[src/rtl/ds_operand_ctrl.sv]
// Decode-stage operand controller: holds one instruction, resolves its source
// operands from the forwarding network or the regfile, and interlocks on pending data.
module ds_operand_ctrl #(
  parameter int DW   = 32,
  parameter int AW   = 5,
  parameter int NFWD = 3,
  parameter int PW   = 64
) (
  input  logic                 clk,
  input  logic                 reset,
  input  logic                 fs_to_ds_valid,
  input  logic [PW-1:0]        fs_payload,
  input  logic [AW-1:0]        fs_rs,
  input  logic [AW-1:0]        fs_rt,
  input  logic                 fs_rs_used,
  input  logic                 fs_rt_used,
  output logic                 ds_allowin,
  input  logic                 es_allowin,
  output logic                 ds_to_es_valid,
  output logic [PW-1:0]        ds_payload,
  output logic [DW-1:0]        ds_rs_val,
  output logic [DW-1:0]        ds_rt_val,
  output logic [AW-1:0]        rf_raddr1,
  output logic [AW-1:0]        rf_raddr2,
  input  logic [DW-1:0]        rf_rdata1,
  input  logic [DW-1:0]        rf_rdata2,
  input  logic [NFWD-1:0]      fwd_valid,
  input  logic [NFWD-1:0]      fwd_we,
  input  logic [NFWD-1:0]      fwd_data_ok,
  input  logic [NFWD*AW-1:0]   fwd_addr,
  input  logic [NFWD*DW-1:0]   fwd_data,
  input  logic                 flush,
  input  logic                 stat_clr,
  output logic [15:0]          stall_cnt
);

  logic              r_ds_valid;
  logic [PW-1:0]     r_payload;
  logic [AW-1:0]     r_rs;
  logic [AW-1:0]     r_rt;
  logic              r_rs_used;
  logic              r_rt_used;
  logic [15:0]       r_stall_cnt;

  logic [DW:0]       w_rs_res;
  logic [DW:0]       w_rt_res;
  logic              w_hazard_rs;
  logic              w_hazard_rt;
  logic              w_ready_go;
  logic              w_allowin;
  logic              w_load;

  // Returns {hazard, value}. Scanning oldest-to-youngest lets the youngest match
  // overwrite, so a ready older source can never hide a pending younger one.
  function automatic logic [DW:0] resolve(
    input logic [AW-1:0]      x,
    input logic               used,
    input logic [DW-1:0]      rf_val,
    input logic [NFWD-1:0]    f_valid,
    input logic [NFWD-1:0]    f_we,
    input logic [NFWD-1:0]    f_ok,
    input logic [NFWD*AW-1:0] f_addr,
    input logic [NFWD*DW-1:0] f_data
  );
    logic [DW-1:0] val;
    logic          hit;
    logic          ok;
    val = rf_val;
    hit = 1'b0;
    ok  = 1'b1;
    for (int i = NFWD - 1; i >= 0; i--) begin
      if (f_valid[i] && f_we[i] && (f_addr[i*AW +: AW] == x) && (x != '0) && used) begin
        hit = 1'b1;
        val = f_data[i*DW +: DW];
        ok  = f_ok[i];
      end else begin
        hit = hit;
      end
    end
    if (x == '0) begin
      val = '0;
    end else begin
      val = val;
    end
    return {hit && !ok, val};
  endfunction

  assign rf_raddr1 = r_rs;
  assign rf_raddr2 = r_rt;

  // Operand resolution and handshake
  always_comb begin
    w_rs_res    = resolve(r_rs, r_rs_used, rf_rdata1, fwd_valid, fwd_we, fwd_data_ok, fwd_addr, fwd_data);
    w_rt_res    = resolve(r_rt, r_rt_used, rf_rdata2, fwd_valid, fwd_we, fwd_data_ok, fwd_addr, fwd_data);
    w_hazard_rs = w_rs_res[DW];
    w_hazard_rt = w_rt_res[DW];
    w_ready_go  = !(w_hazard_rs || w_hazard_rt);
    w_allowin   = !r_ds_valid || (w_ready_go && es_allowin);
    w_load      = fs_to_ds_valid && w_allowin && !flush;
  end

  assign ds_rs_val      = w_rs_res[DW-1:0];
  assign ds_rt_val      = w_rt_res[DW-1:0];
  assign ds_allowin     = w_allowin;
  assign ds_to_es_valid = r_ds_valid && w_ready_go && !flush;
  assign ds_payload     = r_payload;
  assign stall_cnt      = r_stall_cnt;

  // Stage valid bit
  always_ff @(posedge clk or negedge reset) begin
    if (!reset) begin
      r_ds_valid <= 1'b0;
    end else if (flush) begin
      r_ds_valid <= 1'b0;
    end else if (w_allowin) begin
      r_ds_valid <= fs_to_ds_valid;
    end else begin
      r_ds_valid <= r_ds_valid;
    end
  end

  // Instruction fields, held stable while stalled or back-pressured
  always_ff @(posedge clk or negedge reset) begin
    if (!reset) begin
      r_payload <= '0;
      r_rs      <= '0;
      r_rt      <= '0;
      r_rs_used <= 1'b0;
      r_rt_used <= 1'b0;
    end else if (w_load) begin
      r_payload <= fs_payload;
      r_rs      <= fs_rs;
      r_rt      <= fs_rt;
      r_rs_used <= fs_rs_used;
      r_rt_used <= fs_rt_used;
    end else begin
      r_payload <= r_payload;
      r_rs      <= r_rs;
      r_rt      <= r_rt;
      r_rs_used <= r_rs_used;
      r_rt_used <= r_rt_used;
    end
  end

  // Saturating interlock counter; clear wins over increment
  always_ff @(posedge clk or negedge reset) begin
    if (!reset) begin
      r_stall_cnt <= 16'h0000;
    end else if (stat_clr) begin
      r_stall_cnt <= 16'h0000;
    end else if (r_ds_valid && !w_ready_go && !flush && (r_stall_cnt != 16'hFFFF)) begin
      r_stall_cnt <= r_stall_cnt + 16'd1;
    end else begin
      r_stall_cnt <= r_stall_cnt;
    end
  end

endmodule

[config.mk]
export PLATFORM = sky130hd
export DESIGN_NAME = ds_operand_ctrl
export DESIGN_NICKNAME = d
export VERILOG_FILES = /design/src/rtl/ds_operand_ctrl.sv
export SDC_FILE = /design/constraint.sdc
export NUM_CORES = 1
export LEC_CHECK = 0
export ABC_AREA = 1
export CELL_PAD_IN_SITES_DETAIL_PLACEMENT = 1
export CELL_PAD_IN_SITES_GLOBAL_PLACEMENT = 1
export CORE_AREA = 2 2 163 165
export DETAILED_ROUTE_END_ITERATION = 7
export DIE_AREA = 0 0 165 167
export PLACE_DENSITY = 0.84
export SKIP_CTS_REPAIR_TIMING = 1
export SLEW_MARGIN = 20
export SYNTH_ARGS = -nofsm -noshare
export SYNTH_HDL_FRONTEND = slang
export SYNTH_SLANG_ARGS = --single-unit
[constraint.sdc]
create_clock -name clk -period 3.1 [get_ports clk]
set_input_delay 0.62 -clock clk [delete_from_list [all_inputs] [get_ports clk]]
set_output_delay 0.62 -clock clk [all_outputs]
set_load 0.05 [all_outputs]
==> impl_metrics.toml, run 1 <==
[run_status]
outcome = "complete, no violations"

[grt]
grt_max_degree = 55
overflow = 0
grt_pass1_wl_mm = 52.6
track_usage_pct = 24.2
antenna_found_initial = 7
grt_pass1_vias = 9581

[drt]
vias = 9230
drt_pre_antenna_iters = 5
drc = 0
drtIter0Drc = 490
drt_wl_total_mm = 37.4
viasPerCell = 5.13
avgRoutedWirePerCell_um = 20.8
ant_nets = 0

[synth]
synth_async_sr_flop_share_pct = 100
synth.area.top_cells = "dfrtp_1 35%, nand2_1 23%, nand3_1 11%"
synthDistinctLibCells = 28
ys_ff_latch = 93
synth_top_area_share_pct = 35.1
synthCells = 1025
yosysMostFrequentCell = "nand2_1"
synth_ff_type = "dfrtp_1"
syn_area_per_cell_um2 = 6.47
yosys_warnings = 0
yosysSeqAreaShare_pct = 35.1
synth_commonest_cells = "404 x nand2_1, 146 x nand3_1, 93 x dfrtp_1"
syn_area_um2 = 6640
synth_area_leader_cell = "dfrtp_1"
syn-num-nets = 1292
synth_enable_flop_cells = 0

[timing]
slew_viol_final = 0
max_freq_mhz = 328
whs_ns = 0.316
setup_viol_count_final = 0
relSlewSlack_pct = 39.8
timing.final.ws_setup_ns = 0.0517
rsz0062_at_grt = "yes"
finalSetupTns_ns = 0
hold_viol = 0
layout_min_cycle_time_ns = 3.05
finalCritPeriodShare_pct = 98.3
worst_pin_slew_ns = 0.902
finClkSkew_ns = 0.0143

[power]
p_total_mw = 5.28
peakVddDrop_uv = 310
power_per_cell_area_nw_per_um2 = 404
power_leakage_nw = 6.00

[setup_path]
crit_path_top_delay_cell = "dfrtp_1"
critPathMaxStageDelay_ns = 0.38
cp_top_family = "buffers and inverters"
critPathRequiredTime_ns = 2.48
worst-setup-path-type = "reg2out"
crit_fanout = 22
startpoint_type = "register"
cp-end-kind = "output pin"
critical_path_buf_inv_count = 5
worst-endpoint-arrival_ns = 2.43
path_cells = "buf_4, xor2_1, nor2_1, nand2_1, nor2_2, buf_6, clkinvlp_4, buf_12, nand2_1, nand3_1, o21ai_0, a21oi_2, buf_4"

[clock_tree]
clock_latency_ns = 0.35
cts_tree = "done"
clk_pin_slew_ns = 0.07
clock_path_buffers = 2
cts_root_buf = "clkbuf_16"
cts_max_level = 3
cts_inserted_buffers = 9
clock_sinks = 93

[place]
dp_slack_ns = -0.293
dp_hpwl_mm = 27.7
place_congestion = 0.911
io_buffers = 421
placed_area_um2 = 11700
place_inst = 1763

[layout]
drive_gt1_share_pct = 20.6
nets = 1722
stdcell_count = 1800
final_area_um2 = 13100
utilization_pct = 50.7
area_growth_pct = 96.9

[floorplan]
chipHeight_um = 167
die_w_um = 165
initial_core_util_pct = 25.8
die-area_um2 = 27600
core_um2 = 25800
ios = 422
rows = 59

[job]
maxCapViolCount = 0

[min_path]
hold_path.class = "in2async"
## cell usage in the layout, fill, tap and decap left out, types with 13 or more instances in the layout
master | netlist | layout
buf_4 | 3 | 59
nor2_1 | 51 | 35
o21ai_0 | 67 | 50
nand2_1 | 404 | 398
o221ai_2 | 0 | 23
buf_6 | 5 | 51
clkbuf_16 | 0 | 13
nand3_1 | 146 | 143
dfrtp_1 | 93 | 87
inv_1 | 44 | 38
a31oi_4 | 0 | 24
dlymetal6s2s_1 | 0 | 21
buf_12 | 0 | 20
xor2_1 | 17 | 17
a21oi_2 | 2 | 34
clkdlybuf4s50_1 | 0 | 333
## worst paths after layout
check | startpoint | endpoint | slack [ns] | cells after the start
worst max-delay path | rf_raddr2[1] | ds_rt_val[1] | 0.05 | 13
worst min-delay path | reset | ds_payload[22] | 0.32 | 1
worst max register to register | rf_raddr1[0] | ds_payload[24] | 0.66 | 16
worst min register to register | ds_payload[41] | ds_payload[41] | 0.47 | 2
max in group asynchronous | reset | rf_raddr1[4] | 2.08 | 2
min in group clk | ds_payload[41] | ds_payload[41] | 0.47 | 2
## cell families (layout without fill, tap and decap cells)
kind of cell	Yosys count	after routing	share of synthesized area, %
other cells	0	5	0
flops	93	93	35.1
compound gates	169	169	15.3
buf+inv	120	555	7.71
simple gates	623	623	39.2
fa+ha+maj	1	1	0.189
xor+xnor	19	19	2.51
## power by group
group          internal, mW  switching (mW)
clock network         0.567           0.530
registers              1.36           0.115
logic                  1.04            1.67
## flip-flops by register name, summed over array words and instances (netlist names)
name / cells
ds_payload: 64
stall_cnt: 16
rf_raddr1: 5
rf_raddr2: 5
r_ds_valid: 1
r_rs_used: 1
r_rt_used: 1
## final cells by class
class                   instances  area (um2)
flip-flops and latches         93        2330
clock inverters                 6        61.3
inverters                      48         184
fillers                      3095       12700
multi-input cells             812        4670
repair buffers                491        5150
well taps                     335         419
clock buffers                  10         229
diodes                          5        12.5
## routing by layer
layer	up-vias	track usage, %	routed length, um
met5	-	0	29
met4	4	7.90	1260
met3	97	7.07	2950
met2	382	44.4	19300
met1	4456	26.4	13800
li1	4291	-	-
Note: power is estimated with default switching activity, not from simulation.
==> inputs of run 2 (changes only) <==
--- a/config.mk
+++ b/config.mk
@@ -12,6 +12,7 @@
 export DETAILED_ROUTE_END_ITERATION = 7
 export DIE_AREA = 0 0 165 167
 export PLACE_DENSITY = 0.84
+export REMOVE_ABC_BUFFERS = 1
 export SKIP_CTS_REPAIR_TIMING = 1
 export SLEW_MARGIN = 20
 export SYNTH_ARGS = -nofsm -noshare
==> run 2 against run 1 <==
Net effect: the flow now finishes with violations (negative setup slack); clock skew down 0.0017 ns; wire length is 9.0% higher; non-clock buffer count rose by 10; flip-flop and latch count did not move; die area unchanged; power up 0.27%; global-route usage rose by 0.36 points; fmax decreased by 5.0%; sequential power about the same; combinational power is 4% lower; core utilization is 0.95 points lower.
==> impl_metrics.toml, run 2 (synthesized netlist as in run 1, its figures left out) <==
[drt]
drt_pre_antenna_iters = 5
vias = 9516
drc = 0
drtIter0Drc = 634
viasPerCell = 5.24
drt_wl_total_mm = 40.8
avgRoutedWirePerCell_um = 22.4
ant_nets = 0

[power]
power.share.switching_pct = 42.4
power_per_cell_area_nw_per_um2 = 413
power_leakage_nw = 6.11
seq_power_share_pct = 28.2
peakVddDrop_uv = 427
intPower_mw = 3.05
p_comb_share_pct = 49.3
p_switching_mw = 2.25
clkPwrFrac_pct = 22.5

[job]
maxCapViolCount = 0

[clock_tree]
cts_root_buf = "clkbuf_16"
cts_max_level = 3
clock_latency_ns = 0.34
cts_tree = "done"
clk_pin_slew_ns = 0.07
clock_sinks = 93
cts_inserted_buffers = 9
clock_path_buffers = 2

[timing]
finalSetupTns_ns = -0.526
rsz0062_at_grt = "yes"
hold_viol = 0
layout_min_cycle_time_ns = 3.21
max_freq_mhz = 312
slew_viol_final = 0
worst_pin_slew_ns = 0.944
relSlewSlack_pct = 37.0
setup_viol_count_final = 12
finClkSkew_ns = 0.0126
finalCritPeriodShare_pct = 104
timing.final.ws_setup_ns = -0.110

[layout]
nets = 1732
final_common_cell = "nand2_1"
area_growth_pct = 93.2
layout_common_cells = "375 x nand2_1, 333 x clkdlybuf4s50_1, 128 x nand3_1"
largest_reg_flops = 64
drive_gt1_share_pct = 19.6
multi_input_area_um2 = 4330
stdcell_count = 1816
regArea_um2 = 2340
fillers = 3148

[place]
dp_hpwl_mm = 27.8
place_inst = 1757
place_congestion = 0.902
io_buffers = 421

[setup_path]
crit_top_cell = "buf_4"
crit_fanout = 13
reg2reg_depth = 15
critPathRequiredTime_ns = 2.48
startpoint_type = "register"
cp_top_family = "buffers and inverters"
worst-setup-path-type = "reg2out"
path_cells = "inv_2, a21oi_2, inv_1, nor3_1, and3_4, buf_4, clkbuf_16, nand2_1, a31oi_1, buf_4"
cp-end-kind = "output pin"
reg2reg_from = "rf_raddr1[4]"
critical_path_buf_inv_count = 5
worst-path-stages = 10
worstSetupStartpoint = "rf_raddr1[3]"
crit_path_top_delay_cell = "dfrtp_2"
endpoint = "ds_rs_val[21]"
r2r_end = "ds_payload[19]"
critPathMaxStageDelay_ns = 0.44
worst-endpoint-arrival_ns = 2.59
rrSetupSlack_ns = 0.54

[grt]
overflow = 0
grt_pass1_wl_mm = 52.9
antenna_found_initial = 15
grt_max_degree = 65
track_usage_pct = 24.6
grt_pass1_vias = 9337

[run_status]
violations = "negative setup slack"
outcome = "complete, but fails checks"

[floorplan]
ios = 422
initial_core_util_pct = 25.8
core_um2 = 25800
chipHeight_um = 167
die-area_um2 = 27600
rows = 59
die_w_um = 165

[min_path]
hold_path.class = "in2async"
[run 2: cell type report]
class	count	share of cell area, %
repair buffers	501	40.6
multi-input cells	812	33.7
flip-flops and latches	93	18.2
well taps	335	3.27
clock buffers	10	1.79
inverters	48	1.47
clock inverters	5	0.654
diodes	12	0.234
[run 2: per-stage QoR]
| step | hold slack (ns) | power, mW | setup WS (ns) | cell area (um2) | util (%) |
|---|---|---|---|---|---|
| floorplan | 0.324 | 2.81 | -1.71 | 6300 | - |
| global placement | 0.453 | 3.92 | -0.307 | 11300 | 44.0 |
| detailed placement | 0.458 | 3.95 | -0.301 | 11300 | 44.0 |
| CTS | 0.239 | 5.16 | -0.311 | 11600 | 45.2 |
| global route | 0.259 | 5.51 | -0.169 | 12800 | 49.8 |
| finish | 0.234 | 5.29 | -0.110 | 12800 | 49.8 |
[run 2: worst min path at each step]
stage                         from              to  slack (ns)  cells after the start
floorplan                    reset   ds_payload[0]        0.32                      0
global placement    ds_payload[61]  ds_payload[61]        0.45                      2
detailed placement  ds_payload[18]  ds_payload[18]        0.46                      2
CTS                          reset  ds_payload[58]        0.24                      1
global route                 reset  ds_payload[58]        0.26                      1
finish                       reset  ds_payload[58]        0.23                      1
[run 2: power groups by stage]
stage	sequential, mW	combinational [mW]	clock (mW)
finish	1.49	2.61	1.19
floorplan	1.98	0.837	0
CTS	1.48	2.46	1.21
detailed placement	1.50	2.45	0
global route	1.51	2.75	1.25
global placement	1.50	2.42	0
[run 2: worst register-to-register path, stage by stage, from the launching register on]
cell and delay (ns):
dfrtp_2 0.49, buf_6 0.16, inv_2 0.04, nand2_2 0.04, nand2_2 0.08, nand2_2 0.06, nor2_2 0.13, nand3_2 0.14
nand2_4 0.18, nand2_1 0.08, a21oi_2 0.17, nand3_1 0.17, nand2_4 0.15, buf_4 0.35, nand3_1 0.17, nand2_1 0.09
[run 2: layer usage]
metal  vias to the layer above  GRT usage, %  routed length (um)
li1                       4312             -                   -
met1                      4570          27.2               14400
met2                       511          44.1               20400
met3                       119          7.07                3960
met4                         4          9.34                2000
met5                         -             0                  26
